===== src/rtl/fetch_unit_if.sv =====
// fetch_unit_if: IF stage with one-entry stall buffer, flush redirect and discard of an in-flight request.
module fetch_unit_if (
  input  logic        clk,
  input  logic        rst_n,
  input  logic [31:0] pc,
  output logic        pc_enable,
  output logic        imem_req,
  output logic [31:0] imem_addr,
  input  logic        imem_ready,
  input  logic [31:0] imem_rdata,
  input  logic        stall,
  input  logic        flush,
  output logic        id_valid,
  output logic [31:0] id_instr,
  output logic [31:0] id_pc4
);
  typedef enum logic [1:0] {FETCH, HOLD, DISCARD} state_t;
  state_t state, state_nx;
  logic [31:0] buf_instr, buf_pc4, discard_addr;
  always_ff @(posedge clk or negedge rst_n)
    if (!rst_n) state <= FETCH;
    else state <= state_nx;
  always_comb begin
    state_nx = state;
    case (state)
      FETCH:   state_nx = flush ? (imem_ready ? FETCH : DISCARD) : (imem_ready && stall ? HOLD : FETCH);
      HOLD:    state_nx = flush || !stall ? FETCH : HOLD;
      DISCARD: state_nx = imem_ready ? FETCH : DISCARD;
      default: state_nx = FETCH;
    endcase
  end
  always_comb begin
    imem_req  = state != HOLD;
    imem_addr = state == DISCARD ? discard_addr : pc;
    pc_enable = state == FETCH ? (flush || imem_ready) : (state == HOLD && flush);
  end
  // The stall buffer is full exactly while in HOLD, so no separate valid bit is kept.
  always_ff @(posedge clk or negedge rst_n)
    if (!rst_n) begin
      id_valid     <= 1'b0;
      id_instr     <= 32'h0;
      id_pc4       <= 32'h0;
      buf_instr    <= 32'h0;
      buf_pc4      <= 32'h0;
      discard_addr <= 32'h0;
    end else if (flush) begin
      id_valid <= 1'b0;
      id_instr <= 32'h0;
      id_pc4   <= 32'h0;
      if (state == FETCH && !imem_ready) discard_addr <= pc;
    end else if (state == FETCH && imem_ready && !stall) begin
      id_valid <= 1'b1;
      id_instr <= imem_rdata;
      id_pc4   <= pc + 32'd4;
    end else if (state == FETCH && imem_ready) begin
      buf_instr <= imem_rdata;
      buf_pc4   <= pc + 32'd4;
    end else if (state == HOLD && !stall) begin
      id_valid <= 1'b1;
      id_instr <= buf_instr;
      id_pc4   <= buf_pc4;
    end
endmodule


===== config.mk =====
export PLATFORM = sky130hd
export DESIGN_NAME = fetch_unit_if
export DESIGN_NICKNAME = d
export VERILOG_FILES = /design/src/rtl/fetch_unit_if.sv
export SDC_FILE = /design/constraint.sdc
export NUM_CORES = 1
export LEC_CHECK = 0
export ABC_AREA = 1
export BUFFER_PORTS_ARGS = -buffer_cell sky130_fd_sc_hd__buf_2
export CORE_AREA = 2 2 153 155
export DETAILED_ROUTE_END_ITERATION = 10
export DIE_AREA = 0 0 155 157
export GPL_ROUTABILITY_DRIVEN = 0
export PLACE_DENSITY = 0.58
export SLEW_MARGIN = 0
export SYNTH_ARGS = -nofsm -noshare
export SYNTH_HDL_FRONTEND = slang
export SYNTH_SLANG_ARGS = --single-unit

===== constraint.sdc =====
create_clock -name clk -period 1.65 [get_ports clk]
set_input_delay 0.165 -clock clk [delete_from_list [all_inputs] [get_ports clk]]
set_output_delay 0.165 -clock clk [all_outputs]
set_load 0.02 [all_outputs]

==> impl_metrics.py <==
metrics = {
    "floorplan": {
        "core_area_um2": 22500,
        "die_h_um": 157,
        "num_io_pins": 168,
        "num_rows": 55,
        "die_x_um": 155,
        "initial_core_util": 0.349,
        "dieArea_um2": 24300,
    },
    "timing": {
        "slew_viol_final": 0,
        "finalHoldViolCount": 0,
        "fin_ws_ps": -202,
        "setup_viol": 32,
        "period_share": 1.12,
        "max_slew_margin": 0.687,
        "worst_slew_pin_slew_ps": 470,
        "finalCriticalPeriod_ps": 1850,
        "rsz0062_at_grt": "true",
        "setup-tns-final_ps": -5300,
        "finClkSkew_ps": 14.6,
        "fmax_ghz": 0.540,
    },
    "synthesis": {
        "synth_common_cells": "nand2_1, dfrtp_1, nor2_1",
        "synth_edf_count": 0,
        "synth.ff_latch_count": 163,
        "yosysWarnings": 0,
        "yosysTopAreaCell": "dfrtp_1",
        "ys_types": 29,
        "syn_inst": 1025,
        "yosysMostFrequentCell": "nand2_1",
        "async_flop_share": 1.00,
        "synthFlopType": "dfrtp_1",
        "avgSynthCellArea_um2": 7.66,
        "synth_nets": 1095,
        "synth_top_area_frac": 0.519,
        "ys_seq_area_frac": 0.519,
        "netlist_area_um2": 7860,
        "synthTopCellsByArea": "dfrtp_1, nand2_1, o21ai_0",
    },
    "finish": {
        "fillCellCount": 2165,
        "drive_gt1_frac": 0.263,
        "syn_to_final_growth_pct": 39.3,
        "nets": 1318,
        "postLayoutCoreUtil": 0.486,
        "final_cells": 1546,
        "diodes": 0,
    },
    "pwr": {
        "power.net_switching_mw": 3.93,
        "p_leak_nw": 5.53,
        "p_per_area_nw_per_um2": 1070,
        "peakVddDrop_v": 0.000626,
        "clock_power_share": 0.338,
        "switching_share": 0.334,
        "seqPwrFrac": 0.428,
        "internal_power_mw": 7.83,
        "p_comb_frac": 0.234,
    },
    "clocking": {
        "htreeDepth": 4,
        "clk_path_buf_depth": 2,
        "cts_buffers": 17,
        "path_clk_slew_ps": 80,
        "clk_latency_ps": 430,
        "cts_tree": "yes",
        "clock-sinks": 163,
        "root_buffer": "clkbuf_16",
    },
    "detailed_routing": {
        "drt_pass1_iterations": 6,
        "via_count": 7524,
        "drc_errors": 0,
        "wl_mm": 25.8,
        "postRouteAntennaNets": 0,
        "via_per_inst": 4.87,
        "routedWlPerCell_um": 16.7,
        "drt_iter0_markers": 543,
    },
    "run_status": {
        "status": "finished with violations",
        "violations": "setup timing",
    },
    "place": {
        "io_buffers": 167,
        "post-dp-hpwl_mm": 16.1,
        "place_inst": 1448,
    },
    "worst_setup_path": {
        "cp-start-kind": "register",
        "crit_required_ps": 1480,
        "path_class": "reg2out",
        "crit_arrival_ps": 1690,
        "cp_max_fo": 8,
        "crit_path_end_kind": "output port",
    },
    "global_routing": {
        "grt_pass1_wl_mm": 37.6,
        "overflow": 0,
        "grt_antenna_before_repair": 0,
        "grt_pass1_vias": 6938,
        "grt_max_degree": 66,
        "grt_use_total": 0.196,
    },
    "flow_run": {
        "max_cap_violations": 0,
    },
    "min_path": {
        "hold_class": "in2reg",
    },
}
-- worst paths after layout --
kind / from / to / slack [ps] / depth (start not counted)
worst max-delay path: state[0]$_DFF_PN0_ / imem_addr[14] / -200 / 4
worst min-delay path: pc[0] / id_pc4[0]$_DFFE_PN0P_ / 20 / 3
worst max register to register: state[0]$_DFF_PN0_ / buf_instr[19]$_DFFE_PN0P_ / 70 / 9
worst min register to register: buf_pc4[3]$_DFFE_PN0P_ / buf_pc4[3]$_DFFE_PN0P_ / 470 / 2
max in group asynchronous: rst_n / id_instr[28]$_DFFE_PN0P_ / 750 / 3
min in group asynchronous: rst_n / buf_instr[4]$_DFFE_PN0P_ / 230 / 2
-- power by group through the flow --
stage	Clock [mW]	Combinational, mW	Sequential, mW
CTS	4.04	2.43	5.01
detailed placement	0	2.22	5.08
floorplan	0	1.25	5.18
global route	4.21	3.04	5.12
global placement	0	2.19	5.06
finish	3.97	2.75	5.03
-- per-layer routing --
layer  up-vias  wire [um]  global-route usage
met3        23       1430              0.0344
li1       3716          -                   -
met4         0        279              0.0529
met5         -          0                   0
met1      3555      12400               0.292
met2       230      11700               0.292
-- per-stage QoR --
step                      hold slack, ps  setup slack (ps)  total power [mW]  cell area (um2)
after floorplan                     -131               126              6.43             7860
after global placement               133              53.4              7.25             9090
after detailed placement             134              51.7              7.30             9090
after CTS                           5.69              -191              11.5            10200
after global routing                11.9              -277              12.4            10900
final                               19.8              -202              11.8            10900
-- timing repair --
item                                    CTS  global route
endpoints found under the hold margin    78             0
gates resized for setup                  42           103
endpoints found under the setup margin   32           130
cloned                                    1            15
buffers inserted                          2            15
hold buffers                             35             0
pin swaps                                 0            12
-- cell type report --
| type | count | area [um2] | share of cell area |
|---|---|---|---|
| clock buffer | 17 | 425 | 0.0389 |
| clock inverter | 15 | 163 | 0.0149 |
| inverter | 62 | 250 | 0.0229 |
| multi-input combinational | 748 | 3560 | 0.325 |
| sequential | 163 | 4080 | 0.373 |
| tap | 285 | 357 | 0.0326 |
| timing repair buffer | 254 | 2100 | 0.192 |
| timing repair inverter | 2 | 11.3 | 0.00103 |
-- state kept, by name, summed over array words and instances, names as in the netlist --
register / cells
id_instr: 32
state: 2
discard_addr: 32
buf_instr: 32
buf_pc4: 32
id_valid: 1
id_pc4: 32
-- kinds of logic after synthesis --
logic type                 synth area share
buffers and inverters                0.0621
AOI/OAI and AO/OA                     0.134
and+or+nand+nor                       0.274
xor gates and xnor gates            0.00892
adders and majority gates           0.00159
DFF                                   0.519
-- worst max-delay path, cell delays in order, from the launching register on --
cell       delay, ps
dfrtp_1          380
or2_4            330
clkbuf_16        200
a21oi_2          190
buf_6            140
-- cells in the final DEF, fill, tap and decap left out, types with 2 or more instances in the layout --
cell type        n
a21oi_1         24
a21oi_2         20
a21oi_4          2
a31oi_1          6
buf_12          12
buf_2          133
buf_4           44
buf_6           16
buf_8            2
clkbuf_16       28
clkinv_4         3
clkinv_8         2
dfrtp_1        163
dlygate4sd3_1   35
inv_1           56
inv_2            2
inv_4            3
inv_6            3
inv_8            8
nand2_1        359
nand2_2         10
nand2_4          3
nand3_1         34
nor2_1          89
nor2_2          14
nor2_4          16
o211ai_1         4
o21a_1           5
o21ai_0         88
o21ai_1         52
o21ai_2          2
or2_0            4
xor2_1           7
Power figures use the tool's default switching activity.
